<file path="src/rtl/ccd_pkg.sv">
// Shared types and timing constants for the TCD1209D run controller.
package ccd_pkg;

  typedef enum logic [2:0] {
    IDLE, INT_RUN, EXT_WAIT, LAUNCH, EXT_LINE, GUARD, DRAIN
  } ccd_state_e;

  localparam int          LINE_MIN_CLKS = 2125;
  localparam logic [24:0] F_CNT_MAX     = 25'd19997875;
  localparam int          CCD_LOAD_CLKS = 35;
  localparam int          CCD_PIXELS    = 2088;

endpackage

</file>
<file path="src/rtl/ccd_trig_sync.sv">
// Two-flop synchronizer for the external trigger with a one-cycle rising-edge pulse.
module ccd_trig_sync (
  input  logic pxl_clk,
  input  logic rst_n,
  input  logic async_in,
  output logic level,
  output logic rise
);

  logic [2:0] sr;

  always_ff @(posedge pxl_clk) begin
    if (!rst_n) sr <= '0;
    else        sr <= {sr[1:0], async_in};
  end

  assign level = sr[1];
  assign rise  = sr[1] & ~sr[2];

endmodule

</file>
<file path="src/rtl/ccd_line_ctrl.sv">
// Run controller for the TCD1209D timing driver: config shadowing, frame start/stop,
// external trigger launch with one-deep pending, and lines-per-frame limiting.
module ccd_line_ctrl #(
  parameter logic [24:0] F_CNT_MAX = ccd_pkg::F_CNT_MAX,
  parameter int          GUARD_CYC = 4,
  parameter int          LINES_W   = 16
) (
  input  logic               pxl_clk,
  input  logic               rst_n,
  input  logic               cfg_wr,
  input  logic               cfg_ext_mode,
  input  logic [24:0]        cfg_f_cnt,
  input  logic [LINES_W-1:0] cfg_lines,
  input  logic               start,
  input  logic               stop,
  input  logic               ext_trig,
  input  logic               os_tvalid,
  output logic               drv_trigger_mode,
  output logic               drv_ext_trigger,
  output logic [24:0]        drv_f_cnt,
  output logic               busy,
  output logic [LINES_W-1:0] line_cnt,
  output logic               frame_done,
  output logic               trig_overrun
);

  import ccd_pkg::*;

  localparam int TMR_W = 8;
  // Drain timeout covers the driver's load phase plus a small margin.
  localparam logic [TMR_W-1:0] DRAIN_LAST = TMR_W'(CCD_LOAD_CLKS + 4);
  localparam logic [TMR_W-1:0] GUARD_LAST = TMR_W'(GUARD_CYC - 1);

  ccd_state_e         state;
  logic               mode_sh;
  logic [24:0]        f_cnt_sh;
  logic [LINES_W-1:0] lines_sh, lines_act;
  logic               pend, stop_seen, drain_live, tv_q, trig_req;
  logic [TMR_W-1:0]   tmr;

  wire tv_rise = os_tvalid & ~tv_q;
  wire tv_fall = tv_q & ~os_tvalid;

  function automatic logic [LINES_W-1:0] sat_inc(input logic [LINES_W-1:0] v);
    return (&v) ? v : v + 1'b1;
  endfunction

  ccd_trig_sync u_trig_sync (
    .pxl_clk  (pxl_clk),
    .rst_n    (rst_n),
    .async_in (ext_trig),
    .level    (drv_ext_trigger),
    .rise     (trig_req)
  );

  always_ff @(posedge pxl_clk) begin
    if (!rst_n) begin
      state            <= IDLE;
      drv_trigger_mode <= 1'b1;
      drv_f_cnt        <= '0;
      busy             <= 1'b0;
      line_cnt         <= '0;
      frame_done       <= 1'b0;
      trig_overrun     <= 1'b0;
      mode_sh          <= 1'b0;
      f_cnt_sh         <= '0;
      lines_sh         <= '0;
      lines_act        <= '0;
      pend             <= 1'b0;
      stop_seen        <= 1'b0;
      drain_live       <= 1'b0;
      tmr              <= '0;
      tv_q             <= 1'b0;
    end else begin
      frame_done   <= 1'b0;
      trig_overrun <= 1'b0;
      tv_q         <= os_tvalid;

      if (cfg_wr) begin
        mode_sh  <= cfg_ext_mode;
        f_cnt_sh <= (cfg_f_cnt > F_CNT_MAX) ? F_CNT_MAX : cfg_f_cnt;
        lines_sh <= cfg_lines;
      end

      // Requests arriving while a launched line is in flight queue one deep.
      if (trig_req && (state == LAUNCH || state == EXT_LINE || state == GUARD)) begin
        if (pend) trig_overrun <= 1'b1;
        else      pend         <= 1'b1;
      end

      case (state)
        IDLE: begin
          drv_trigger_mode <= 1'b1;
          if (start) begin
            drv_f_cnt        <= f_cnt_sh;
            lines_act        <= lines_sh;
            line_cnt         <= '0;
            busy             <= 1'b1;
            pend             <= 1'b0;
            stop_seen        <= 1'b0;
            drv_trigger_mode <= mode_sh;
            state            <= mode_sh ? EXT_WAIT : INT_RUN;
          end
        end
        INT_RUN: begin
          if (tv_fall) line_cnt <= sat_inc(line_cnt);
          if (stop || (tv_rise && lines_act != '0 && line_cnt == lines_act - 1'b1)) begin
            drv_trigger_mode <= 1'b1;
            drain_live       <= os_tvalid;
            tmr              <= '0;
            state            <= DRAIN;
          end
        end
        EXT_WAIT: begin
          if (stop) begin
            frame_done <= 1'b1;
            busy       <= 1'b0;
            state      <= IDLE;
          end else if (trig_req || pend) begin
            pend             <= trig_req & pend;
            drv_trigger_mode <= 1'b0;
            state            <= LAUNCH;
          end
        end
        LAUNCH: begin
          if (stop) stop_seen <= 1'b1;
          drv_trigger_mode <= 1'b1;
          state            <= EXT_LINE;
        end
        EXT_LINE: begin
          if (stop) stop_seen <= 1'b1;
          if (tv_fall) begin
            line_cnt <= sat_inc(line_cnt);
            tmr      <= '0;
            state    <= GUARD;
          end
        end
        GUARD: begin
          if (stop) stop_seen <= 1'b1;
          if (tmr == GUARD_LAST) begin
            if ((lines_act != '0 && line_cnt == lines_act) || stop_seen || stop) begin
              frame_done <= 1'b1;
              busy       <= 1'b0;
              state      <= IDLE;
            end else begin
              state <= EXT_WAIT;
            end
          end else begin
            tmr <= tmr + 1'b1;
          end
        end
        DRAIN: begin
          if (os_tvalid) drain_live <= 1'b1;
          if (tv_fall) begin
            line_cnt   <= sat_inc(line_cnt);
            frame_done <= 1'b1;
            busy       <= 1'b0;
            state      <= IDLE;
          end else if (!drain_live && !os_tvalid) begin
            // Stopped between lines: give up once no line has started in time.
            if (tmr == DRAIN_LAST) begin
              frame_done <= 1'b1;
              busy       <= 1'b0;
              state      <= IDLE;
            end else begin
              tmr <= tmr + 1'b1;
            end
          end
        end
        default: state <= IDLE;
      endcase
    end
  end

endmodule

</file>
<file path="config.mk">
export PLATFORM = sky130hd
export DESIGN_NAME = ccd_line_ctrl
export DESIGN_NICKNAME = d
export VERILOG_FILES = /design/src/rtl/ccd_pkg.sv /design/src/rtl/ccd_trig_sync.sv /design/src/rtl/ccd_line_ctrl.sv
export SDC_FILE = /design/constraint.sdc
export NUM_CORES = 1
export LEC_CHECK = 0
export BUFFER_PORTS_ARGS = -buffer_cell sky130_fd_sc_hd__buf_4
export CAP_MARGIN = 20
export CORE_ASPECT_RATIO = 0.5
export CORE_MARGIN = 2
export CORE_UTILIZATION = 35
export CTS_BUF_LIST = sky130_fd_sc_hd__clkbuf_8
export CTS_CLUSTER_DIAMETER = 80
export DETAILED_ROUTE_END_ITERATION = 8
export GPL_TIMING_DRIVEN = 0
export PLACE_DENSITY = 0.63
export SLEW_MARGIN = 5
export SYNTH_ARGS = -nofsm -noshare
export SYNTH_HDL_FRONTEND = slang
export SYNTH_SLANG_ARGS = --single-unit
</file>
<file path="constraint.sdc">
create_clock -name pxl_clk -period 2.8 [get_ports pxl_clk]
set_clock_uncertainty 0.2 [all_clocks]
set_input_delay 0.28 -clock pxl_clk [delete_from_list [all_inputs] [get_ports pxl_clk]]
set_output_delay 0.28 -clock pxl_clk [all_outputs]
set_load 0.01 [all_outputs]
</file>
==> metrics.txt <==
# TYPE chip_impl_metric gauge
chip_impl_metric{name="crit_arrival",unit="ns"} 2.88
chip_impl_metric{name="r2r_cells",unit=""} 8
chip_impl_metric{name="routed_wire_length_per_instance",unit="µm"} 14.8
chip_impl_metric{name="antenna_violations_before_repair",unit=""} 0
chip_impl_metric{name="max_slew_margin",unit="%"} 49.6
chip_impl_metric{name="synth_nets",unit=""} 762
chip_impl_metric{name="clk_latency",unit="ns"} 0.43
chip_impl_metric{name="rows",unit=""} 33
chip_impl_metric{name="period_minus_slack",unit="ns"} 2.77
chip_impl_metric{name="worst_path_required_time",unit="ns"} 2.91
chip_impl_metric{name="cts_max_level",unit=""} 4
chip_impl_metric{name="dieHeight",unit="µm"} 95.9
chip_impl_metric{name="finish.net_count",unit=""} 928
chip_impl_metric{name="fp.dieW",unit="µm"} 188
chip_impl_metric{name="ir_drop",unit="mV"} 0.460
chip_impl_metric{name="first_global_vias",unit=""} 5406
chip_impl_metric{name="timing.hold.worst_path_depth",unit=""} 5
chip_impl_info{name="hold_class",value="in -> reg"} 1
chip_impl_info{name="min_from",value="cfg_f_cnt[23]"} 1
chip_impl_info{name="setup_repair_after_global_routing_missed_its_margin",value="yes"} 1
chip_impl_info{name="run_status",value="complete, no violations"} 1
chip_impl_metric{name="setup_ws",unit="ns"} 0.0323
chip_impl_metric{name="grt_first_pass_wirelength",unit="µm"} 26800
chip_impl_metric{name="int_power",unit="mW"} 3.84
chip_impl_info{name="worstReg2RegStart",value="lines_act[3]"} 1
chip_impl_metric{name="finalSetupViolations",unit=""} 0
chip_impl_metric{name="flow.area_growth_from_synthesis",unit="%"} 36.3
chip_impl_metric{name="viasPerCell",unit=""} 5.02
chip_impl_metric{name="layout-drive-gt1-share",unit="%"} 22.2
chip_impl_metric{name="detail_route.iter0.violations",unit=""} 276
chip_impl_metric{name="fillCellCount",unit=""} 1567
chip_impl_metric{name="pre_cts_slack",unit="ns"} -0.391
chip_impl_metric{name="synth.avg_cell_area",unit="µm²"} 8.34
chip_impl_metric{name="maxClockFrequency",unit="MHz"} 361
chip_impl_metric{name="power.share.combinational",unit="%"} 36.0
chip_impl_metric{name="place_hpwl",unit="µm"} 11800
chip_impl_metric{name="clk_pin_slew_worst_paths",unit="ns"} 0.08
chip_impl_metric{name="period_share",unit="%"} 98.8
chip_impl_metric{name="final_max_slew_viol_count",unit=""} 0
chip_impl_metric{name="maxCapViolCount",unit=""} 0
chip_impl_metric{name="yosys_warnings",unit=""} 0
chip_impl_info{name="yosys_most_used_dff",value="sky130_fd_sc_hd__dfxtp_1"} 1
chip_impl_metric{name="synth_seq_cells",unit=""} 121
chip_impl_info{name="end_kind",value="flop"} 1
chip_impl_metric{name="clock_sinks",unit=""} 121
chip_impl_metric{name="count_of_flip_flops_with_a_built_in_enable_after_synthesis",unit=""} 0
chip_impl_metric{name="power_per_cell_area",unit="nW/µm²"} 751
chip_impl_metric{name="finalWeightedCongestion",unit=""} 0.883
chip_impl_metric{name="floorplan.initialDensity",unit="%"} 35.9
chip_impl_metric{name="boundaryPins",unit=""} 95
chip_impl_metric{name="synthCells",unit=""} 709
chip_impl_metric{name="asyncSetResetFlopFracSynth",unit="%"} 0
chip_impl_metric{name="track_usage",unit="%"} 18.7
chip_impl_metric{name="io_buffers",unit=""} 92
chip_impl_metric{name="cts_buffer_depth",unit=""} 2
chip_impl_metric{name="relative_contribution_of_the_clock_network_to_total_power",unit="%"} 30.8
chip_impl_metric{name="die_area",unit="µm²"} 18000
chip_impl_info{name="tritoncts",value="built"} 1
chip_impl_metric{name="finalWirelength",unit="µm"} 16500
chip_impl_metric{name="firstDrtPassIters",unit=""} 5
chip_impl_metric{name="num_vias",unit=""} 5600
chip_impl_metric{name="final_cell_area",unit="µm²"} 8060
chip_impl_info{name="setup.worst_path.start_class",value="flop"} 1
chip_impl_metric{name="hold_viol_final",unit=""} 0
chip_impl_metric{name="diodes",unit=""} 0
chip_impl_metric{name="post_synthesis_cell_area",unit="µm²"} 5910
chip_impl_metric{name="sequentialPowerShare",unit="%"} 33.3
chip_impl_metric{name="switching_share",unit="%"} 36.6
chip_impl_metric{name="power.leakage",unit="nW"} 3.18
chip_impl_info{name="worstSetupPathType",value="reg -> reg"} 1
chip_impl_metric{name="placement.cell_area",unit="µm²"} 6890
chip_impl_metric{name="cts_made_buffers",unit=""} 17
chip_impl_metric{name="r2r_setup_slack",unit="ns"} 0.03
chip_impl_metric{name="power.net_switching",unit="mW"} 2.22
chip_impl_metric{name="drc_errors",unit=""} 0
chip_impl_metric{name="grt-ovfl-total",unit=""} 0
chip_impl_info{name="timing.rr.end",value="tmr[0]"} 1
chip_impl_metric{name="core_area",unit="µm²"} 16500
chip_impl_metric{name="count_of_distinct_cell_types_in_the_synthesized_netlist",unit=""} 64
chip_impl_metric{name="critPathMaxFanout",unit=""} 7
chip_impl_metric{name="seq_area_frac_synth",unit="%"} 41.0
chip_impl_metric{name="grt_start_max_net_pins",unit=""} 17
chip_impl_info{name="min_delay_worst_endpoint",value="f_cnt_sh[23]"} 1
chip_impl_metric{name="route.antenna.remaining_nets",unit=""} 0
chip_impl_metric{name="max_slew.worst_pin.slew",unit="ns"} 0.756
chip_impl_info{name="clockRootBuffer",value="sky130_fd_sc_hd__clkbuf_8"} 1
## how the worst max path moves through the flow
| stage | start | slack (ns) | to | cells past startpoint |
|---|---|---|---|---|
| floorplan | lines_act[2] | 0.05 | state[0] | 9 |
| global placement | state[2] | -0.36 | line_cnt[13] | 9 |
| detailed placement | lines_act[0] | -0.39 | state[0] | 10 |
| CTS | lines_act[0] | 0.01 | tmr[0] | 10 |
| global route | lines_act[4] | -0.12 | tmr[0] | 8 |
| finish | lines_act[3] | 0.03 | tmr[0] | 8 |
## power groups by stage
stage	registers (mW)	clock network, mW	logic, mW
after floorplan	2.04	0	1.32
after global placement	2.03	0	1.90
after detailed placement	2.04	0	1.95
after CTS	2.00	1.89	2.11
after global routing	2.03	1.96	2.43
final	2.01	1.86	2.18
## cells in the final DEF (no fill, tap or decap), drive strengths merged, types with 12 or more instances in the layout
master       count
nand2          128
dfxtp          121
buf            112
clkbuf          59
a21boi          56
dlygate4sd3     44
nor2            39
nor2b           28
inv             25
mux2i           23
o21ai           22
xnor2           21
a21oi           21
nor3            19
xor2            15
nand3           14
a31oi           12
## metrics by stage
stage          hold WS, ns  setup TNS (ns)  util, %  instances  power, mW
6_report            0.0856               0     48.9       1115       6.06
3_5_place_dp         0.228           -4.09     41.8       1029       3.98
4_1_cts             0.0628               0     48.4       1115       6.00
2_1_floorplan        0.191               0        -        709       3.36
5_1_grt              0.106          -0.752     48.9       1115       6.42
3_3_place_gp         0.215           -7.05     41.8       1028       3.93
## worst max-delay path, cell delays in order, from the launching register on
cell                       delay [ns]
sky130_fd_sc_hd__dfxtp_4         0.36
sky130_fd_sc_hd__nor4_4          0.36
sky130_fd_sc_hd__nand4_2         0.14
sky130_fd_sc_hd__or4_1           0.44
sky130_fd_sc_hd__a21oi_2         0.17
sky130_fd_sc_hd__nor4_2          0.06
sky130_fd_sc_hd__a2111o_2        0.53
sky130_fd_sc_hd__a31oi_4         0.30
sky130_fd_sc_hd__mux2i_1         0.11
## per-layer routing
layer | global-route usage, % | routed length, µm | vias up
met4 | 5.77 | 156 | 0
li1 | - | - | 2804
met3 | 3.21 | 548 | 13
met2 | 31.6 | 7570 | 127
met1 | 24.7 | 8200 | 2656
met5 | 0 | 0 | -
## layout make-up
cell class / instances / area [µm²] / area share, %
tap: 227 / 284 / 3.52
clock inverter: 15 / 238 / 2.95
inverter: 20 / 80.1 / 0.993
sequential: 121 / 2440 / 30.3
clock buffer: 17 / 234 / 2.90
buffer: 45 / 191 / 2.37
timing repair buffer: 153 / 1260 / 15.6
multi-input combinational: 517 / 3330 / 41.3
## cell families (layout without fill, tap and decap cells)
| family | Yosys count | after routing | synth area share, % |
|---|---|---|---|
| compound gates | 154 | 154 | 18.8 |
| buf+inv | 71 | 250 | 4.68 |
| fa+ha+maj | 4 | 4 | 0.846 |
| flops | 121 | 121 | 41.0 |
| xor+xnor | 36 | 36 | 5.33 |
| mux | 24 | 24 | 4.08 |
| simple gates | 299 | 299 | 25.3 |
## synth_stat cells (14+ instances only)
| master | n | area share (%) |
|---|---|---|
| sky130_fd_sc_hd__xor2_1 | 15 | 2.2 |
| sky130_fd_sc_hd__clkbuf_1 | 46 | 2.9 |
| sky130_fd_sc_hd__a21boi_0 | 55 | 7.0 |
| sky130_fd_sc_hd__a21oi_1 | 21 | 1.8 |
| sky130_fd_sc_hd__nand2_1 | 128 | 8.1 |
| sky130_fd_sc_hd__dfxtp_1 | 121 | 41 |
| sky130_fd_sc_hd__nor3_1 | 18 | 1.5 |
| sky130_fd_sc_hd__mux2i_1 | 23 | 3.9 |
| sky130_fd_sc_hd__nor2_1 | 39 | 2.5 |
| sky130_fd_sc_hd__nor2b_1 | 28 | 3.0 |
| sky130_fd_sc_hd__inv_1 | 20 | 1.3 |
| sky130_fd_sc_hd__nand3_1 | 14 | 1.2 |
| sky130_fd_sc_hd__xnor2_1 | 21 | 3.1 |
| sky130_fd_sc_hd__o21ai_0 | 22 | 1.9 |
## flip-flops by register name (all words and copies together) (netlist names)
register,count
u_trig_sync.sr,3
lines_act,16
tmr,8
mode_sh,1
drv_trigger_mode,1
tv_q,1
f_cnt_sh,25
drv_f_cnt,25
lines_sh,16
stop_seen,1
line_cnt,16
trig_overrun,1
drain_live,1
busy,1
state,3
pend,1
frame_done,1
## what timing repair did
item | CTS | global route
endpoints found under the hold margin | 44 | 0
buffers inserted | 12 | 3
hold buffers | 44 | 0
cloned | 1 | 0
pin swaps | 9 | 16
endpoints found under the setup margin | 14 | 75
gates resized for setup | 28 | 33
No activity file was read; power rests on OpenSTA's default activity.
